<file path="config.mk">
export PLATFORM = sky130hd
export DESIGN_NAME = io_port_unit
export DESIGN_NICKNAME = d
export VERILOG_FILES = /design/src/rtl/io_port_unit_pkg.sv /design/src/rtl/io_port_unit_fifo.sv /design/src/rtl/io_port_unit.sv
export SDC_FILE = /design/constraint.sdc
export NUM_CORES = 1
export LEC_CHECK = 0
export CORE_ASPECT_RATIO = 0.9
export CORE_MARGIN = 3
export CORE_UTILIZATION = 50
export CTS_BUF_LIST = sky130_fd_sc_hd__clkbuf_16
export CTS_CLUSTER_DIAMETER = 150
export CTS_CLUSTER_SIZE = 25
export DETAILED_ROUTE_END_ITERATION = 8
export GPL_TIMING_DRIVEN = 1
export PLACE_DENSITY = 0.74
export SKIP_LAST_GASP = 1
export SLEW_MARGIN = 20
export SYNTH_ARGS = -nofsm -noshare
export SYNTH_HDL_FRONTEND = slang
export SYNTH_SLANG_ARGS = --single-unit
</file>
<file path="constraint.sdc">
create_clock -name clk -period 2.97 [get_ports clk]
set_input_delay 0.891 -clock clk [delete_from_list [all_inputs] [get_ports clk]]
set_output_delay 0.891 -clock clk [all_outputs]
set_load 0.03 [all_outputs]
</file>
<file path="src/rtl/io_port_unit_pkg.sv">
// Shared defaults and sizing helper for the processor I/O port unit.
package io_port_unit_pkg;

  localparam int DEF_DATA_W   = 16;
  localparam int DEF_TX_DEPTH = 4;
  localparam int DEF_RX_DEPTH = 4;

  // Occupancy counters need one extra bit so that level==DEPTH is representable.
  function automatic int lvl_w(input int depth);
    return $clog2(depth) + 1;
  endfunction

endpackage

</file>
<file path="src/rtl/io_port_unit_fifo.sv">
// Generic first-word-fall-through FIFO with occupancy counter; full/empty are
// taken from registered level only, so same-cycle push/pop never rescue each other.
module io_fifo
  import io_port_unit_pkg::*;
#(
  parameter int WIDTH = DEF_DATA_W,
  parameter int DEPTH = 4
) (
  input  logic                    clk,
  input  logic                    reset,
  input  logic                    i_push,
  input  logic [WIDTH-1:0]        i_wdata,
  input  logic                    i_pop,
  output logic [WIDTH-1:0]        o_head,
  output logic                    o_full,
  output logic                    o_empty,
  output logic [lvl_w(DEPTH)-1:0] o_level
);

  localparam int AW = $clog2(DEPTH);
  localparam int LW = lvl_w(DEPTH);

  logic [WIDTH-1:0] r_mem [DEPTH];
  logic [AW-1:0]    r_wptr;
  logic [AW-1:0]    r_rptr;
  logic [LW-1:0]    r_level;
  logic             w_do_push;
  logic             w_do_pop;

  assign o_full    = (r_level == LW'(DEPTH));
  assign o_empty   = (r_level == '0);
  assign w_do_push = i_push && !o_full;
  assign w_do_pop  = i_pop && !o_empty;
  assign o_head    = o_empty ? '0 : r_mem[r_rptr];
  assign o_level   = r_level;

  // Storage is deliberately left out of reset.
  always_ff @(posedge clk) begin
    if (w_do_push && !reset) begin
      r_mem[r_wptr] <= i_wdata;
    end
  end

  always_ff @(posedge clk) begin
    if (reset) begin
      r_wptr  <= '0;
      r_rptr  <= '0;
      r_level <= '0;
    end else begin
      if (w_do_push) r_wptr <= r_wptr + 1'b1;
      if (w_do_pop)  r_rptr <= r_rptr + 1'b1;
      case ({w_do_push, w_do_pop})
        2'b10:   r_level <= r_level + 1'b1;
        2'b01:   r_level <= r_level - 1'b1;
        default: r_level <= r_level;
      endcase
    end
  end

endmodule

</file>
<file path="src/rtl/io_port_unit.sv">
// Pipeline IN/OUT port: TX and RX FIFOs bridged to external valid/ready channels,
// with a combinational stall when the requested FIFO cannot serve this cycle.
module io_port_unit
  import io_port_unit_pkg::*;
#(
  parameter int DATA_W   = DEF_DATA_W,
  parameter int TX_DEPTH = DEF_TX_DEPTH,
  parameter int RX_DEPTH = DEF_RX_DEPTH
) (
  input  logic                     clk,
  input  logic                     reset,
  input  logic                     cpu_out_en,
  input  logic [DATA_W-1:0]        cpu_out_data,
  input  logic                     cpu_in_en,
  output logic [DATA_W-1:0]        cpu_in_data,
  output logic                     cpu_stall,
  output logic [DATA_W-1:0]        tx_data,
  output logic                     tx_valid,
  input  logic                     tx_ready,
  input  logic [DATA_W-1:0]        rx_data,
  input  logic                     rx_valid,
  output logic                     rx_ready,
  output logic [$clog2(TX_DEPTH):0] tx_level,
  output logic [$clog2(RX_DEPTH):0] rx_level
);

  logic w_tx_full, w_tx_empty, w_tx_push, w_tx_pop;
  logic w_rx_full, w_rx_empty, w_rx_push, w_rx_pop;

  // Both handshakes are masked while reset is high so no transfer completes
  // on a cycle whose queued words are being discarded.
  assign tx_valid  = !reset && !w_tx_empty;
  assign rx_ready  = !reset && !w_rx_full;

  assign w_tx_push = cpu_out_en && !w_tx_full;
  assign w_tx_pop  = tx_valid && tx_ready;
  assign w_rx_push = rx_valid && rx_ready;
  assign w_rx_pop  = cpu_in_en && !w_rx_empty;

  assign cpu_stall = (cpu_out_en && w_tx_full) || (cpu_in_en && w_rx_empty);

  io_fifo #(.WIDTH(DATA_W), .DEPTH(TX_DEPTH)) u_tx_fifo (
    .clk     (clk),
    .reset   (reset),
    .i_push  (w_tx_push),
    .i_wdata (cpu_out_data),
    .i_pop   (w_tx_pop),
    .o_head  (tx_data),
    .o_full  (w_tx_full),
    .o_empty (w_tx_empty),
    .o_level (tx_level)
  );

  io_fifo #(.WIDTH(DATA_W), .DEPTH(RX_DEPTH)) u_rx_fifo (
    .clk     (clk),
    .reset   (reset),
    .i_push  (w_rx_push),
    .i_wdata (rx_data),
    .i_pop   (w_rx_pop),
    .o_head  (cpu_in_data),
    .o_full  (w_rx_full),
    .o_empty (w_rx_empty),
    .o_level (rx_level)
  );

endmodule
</file>
==> impl_results.md, run 1 <==
- Max Cap Viol: 0
- Compound-Gate Fraction of Synth Area: 0.0146
- Dpl hpwl: 6790 um
- PwrDens: 841 nW/um2
- CTS Buffer Depth: 2
- Reg2reg path depth: 9
- Cell count along the critical path: 4
- P&R area growth vs syn: 25.0%
- Synth top area cells: edfxtp_1, mux4_2, dfxtp_1
- Status: completed
- Largest stage delay, worst path: 550 ps
- Reg2Reg Capture Point: u_rx_fifo.o_level[2]
- Clk slew on worst S/H paths: 50 ps
- Most used DFF post-synth: edfxtp_1
- Detail Route Antenna Nets: 0
- CTS Buf Count: 17
- Main combinational cell family by area after synthesis: multiplexers
- Largest net degree at the start of global routing: 20
- Met1 GRT Util: 0.207
- Rel. slew slack: 0.691
- Rows: 37
- Die W: 121 um
- Launching point of the worst reg2reg path: u_rx_fifo.o_level[2]
- Drt pass-1 iters: 4
- Yosys top cell by area: edfxtp_1
- CORE AREA: 11500 um2
- Residual DRC count: 0
- Grt ovf: 0
- Setup slack, reg-to-reg: 800 ps
- Initial cell density of the core: 0.515
- Inst Count DP: 549
- Syn Inst Count: 310
- Required time at the worst-slack endpoint: 2080 ps
- First-pass GRT wire length: 17000 um
- Clock sink count: 146
- Final #Nets: 462
- EDFF count, synth: 128
- Least-Margin Pin Slew: 461 ps
- CP max stage cell: mux4_1
- Clk Latency, worst-skew pair: 400 ps
- Crit path DAT: 2000 ps
- WL/cell: 18.3 um
- Final Skew: 8.52 ps
- Avg Cell Area, Syn: 19.1 um2
- Highest clock rate: 0.346 GHz
- Non-Filler Instances: 579
- Static leakage: 2.63 nW
- Share of the synthesized area in the top cell type: 0.650
- Crit path max fanout: 16
- Yosys cell types: 32
- Crit path kind: register to primary output
- GP Congestion: 0.752
- Simple-Gate Fraction of Synth Area: 0.0747
- Share of cells above drive strength 1: 0.210
- CP Capture Type: primary output
- Met3 GRT Util: 0.0602
- Mux contribution to synthesized area: 0.137
- Synthesized area: 5910 um2
- Hold WC Path Type: register to register
- Hold endpoint: u_tx_fifo.r_wptr[1]
- Hold path cells: 2
- Unrepaired setup endpoints after global routing: no
- Port bufs: 78
- Seq/Total Area, Yosys: 0.711
- Final period util: 0.972
- Gr busiest metal: met2
- Min Tclk post-route: 2890 ps
- Synthesis warning total: 0
- Crit path cell chain: buf_12 -> mux4_1 -> nor2b_1 -> dlygate4sd2_1
- CP startpoint kind: register
- Initial antenna violation count: 0
- Buffers and inverters on the worst path: 2
- Root buffer cell: clkbuf_16
- Worst path top cell family by delay: buffers and inverters
- CTS tree: done
- Mapped Nets: 360
- Final slew viol count: 0
- Peak supply drop: 0.000509 V
- H-tree levels: 4
- IO Count: 79
- Post-Synth XOR/XNOR Area: 0.00889
- Min-delay src: u_tx_fifo.r_wptr[1]
- Setup bufs post-CTS: 0
- GRT Total Usage: 0.177
- Vias: 3021
- Yosys reg bits: 146
- Final hold vios: 0
- Final setup TNS: 0 ps
- Die Area: 13200 um2
- Via density: 5.22
- DRT iter0 DRCs: 175
- Number of global-route vias before repair: 3242
- GRT met2 Usage: 0.304
- Drt total wl: 10600 um
- Chip height: 109 um
- Ant diodes: 0
- Post-synthesis async set-or-reset flop share: 0
- # setup viols final: 0
- Adder-Cell Fraction of Synth Area: 0.0279
[registers in the layout (all words and copies together), names as in the netlist, named ones only]
signal and cells:
u_rx_fifo.r_mem 64, u_tx_fifo.r_mem 64, u_rx_fifo.o_level 3, u_tx_fifo.o_level 3, u_rx_fifo.r_rptr 2, u_rx_fifo.r_wptr 2, u_tx_fifo.r_rptr 2, u_tx_fifo.r_wptr 2
[worst reg2reg max path: stages (launching register included)]
cell and delay [ps]:
dfxtp_1 420, nor3b_2 310, nor3b_4 70, inv_1 60, ha_1 180, inv_1 60
fa_1 370, xor2_1 160, or3_1 310, a21oi_1 160
[synth_stat cells, types with 4 or more instances]
master	n
nor2b_1	26
and2_1	4
a21oi_1	6
xor2_1	6
and3_1	4
mux4_1	12
nand2_1	5
ha_1	10
dfxtp_1	18
mux4_2	20
edfxtp_1	128
or3_1	4
nor2_1	17
o21ai_0	4
inv_1	14
buf_2	6
[through the flow]
| stage | worst slack, ps | total power [W] | area [um2] | hold slack [ps] | util |
|---|---|---|---|---|---|
| 4_1_cts | -30.7 | 0.00631 | 7430 | 504 | 0.647 |
| 3_5_place_dp | 56.9 | 0.00455 | 6940 | 494 | 0.604 |
| 3_3_place_gp | 132 | 0.00450 | 6940 | 472 | 0.604 |
| 5_1_grt | 19.6 | 0.00651 | 7390 | 522 | 0.644 |
| 6_report | 83.5 | 0.00621 | 7390 | 498 | 0.644 |
| 2_1_floorplan | 358 | 0.00380 | 5910 | 459 | - |
[per-layer routing]
layer | up-vias | routed length [um] | share of wire
li1 | 1403 | - | -
met3 | 10 | 571 | 0.054
met1 | 1531 | 4240 | 0.40
met2 | 77 | 5700 | 0.54
met4 | 0 | 110 | 0.010
met5 | - | 0 | 0
[cells by family after synthesis]
| kind of cell | count (synthesis) |
|---|---|
| DFF | 146 |
| and+or+nand+nor | 70 |
| muxes | 36 |
| buffers and inverters | 26 |
| AOI/OAI and AO/OA | 14 |
| adders and majority gates | 12 |
| xor gates and xnor gates | 6 |
[power by group]
part | switching (W) | internal [W]
Sequential | 0.0000889 | 0.00238
Clock | 0.000750 | 0.00112
Combinational | 0.00108 | 0.000793
[layout by cell type (no fill, tap or decap), types with 4 or more instances in the layout]
master | netlist | layout
edfxtp_1 | 128 | 128
clkdlybuf4s50_1 | 0 | 43
nor2b_1 | 26 | 26
mux4_2 | 20 | 20
dlygate4sd2_1 | 0 | 19
buf_4 | 0 | 19
dfxtp_1 | 18 | 18
nor2_1 | 17 | 17
clkbuf_16 | 0 | 17
inv_1 | 14 | 15
mux4_1 | 12 | 12
ha_1 | 10 | 10
clkbuf_2 | 0 | 10
xor2_1 | 6 | 6
a21oi_1 | 6 | 6
nand2_1 | 5 | 5
clkinv_2 | 0 | 5
and2_1 | 4 | 4
and3_1 | 4 | 4
o21ai_0 | 4 | 4
or3_1 | 4 | 4
[worst max-delay path by stage]
stage,slack (ps),end,from
floorplan,360,u_tx_fifo.o_level[2],reset
global placement,130,u_rx_fifo.o_level[2],reset
detailed placement,60,u_tx_fifo.o_level[2],cpu_out_en
CTS,-30,cpu_in_data[2],register
global route,20,tx_data[14],register
finish,80,cpu_in_data[6],register
[timing repair]
action,in CTS,in global routing
endpoints found under the setup margin,30,10
gates resized for setup,32,20
hold buffers,0,0
[layout make-up]
cell class,instances,area [um2]
Multi-Input combinational cell,138,1550
Clock inverter,13,98.8
Inverter,14,52.6
Sequential cell,146,4200
Tap cell,156,195
Timing Repair Buffer,95,861
Fill cell,841,4090
Clock buffer,17,425
Note: power is estimated with default switching activity, not from simulation.
==> run 2: changes to the inputs <==
- CAP_MARGIN: unset -> 20
==> results of run 2 <==
Same layout as run 1: the final DEF is identical, and so are final timing and power.
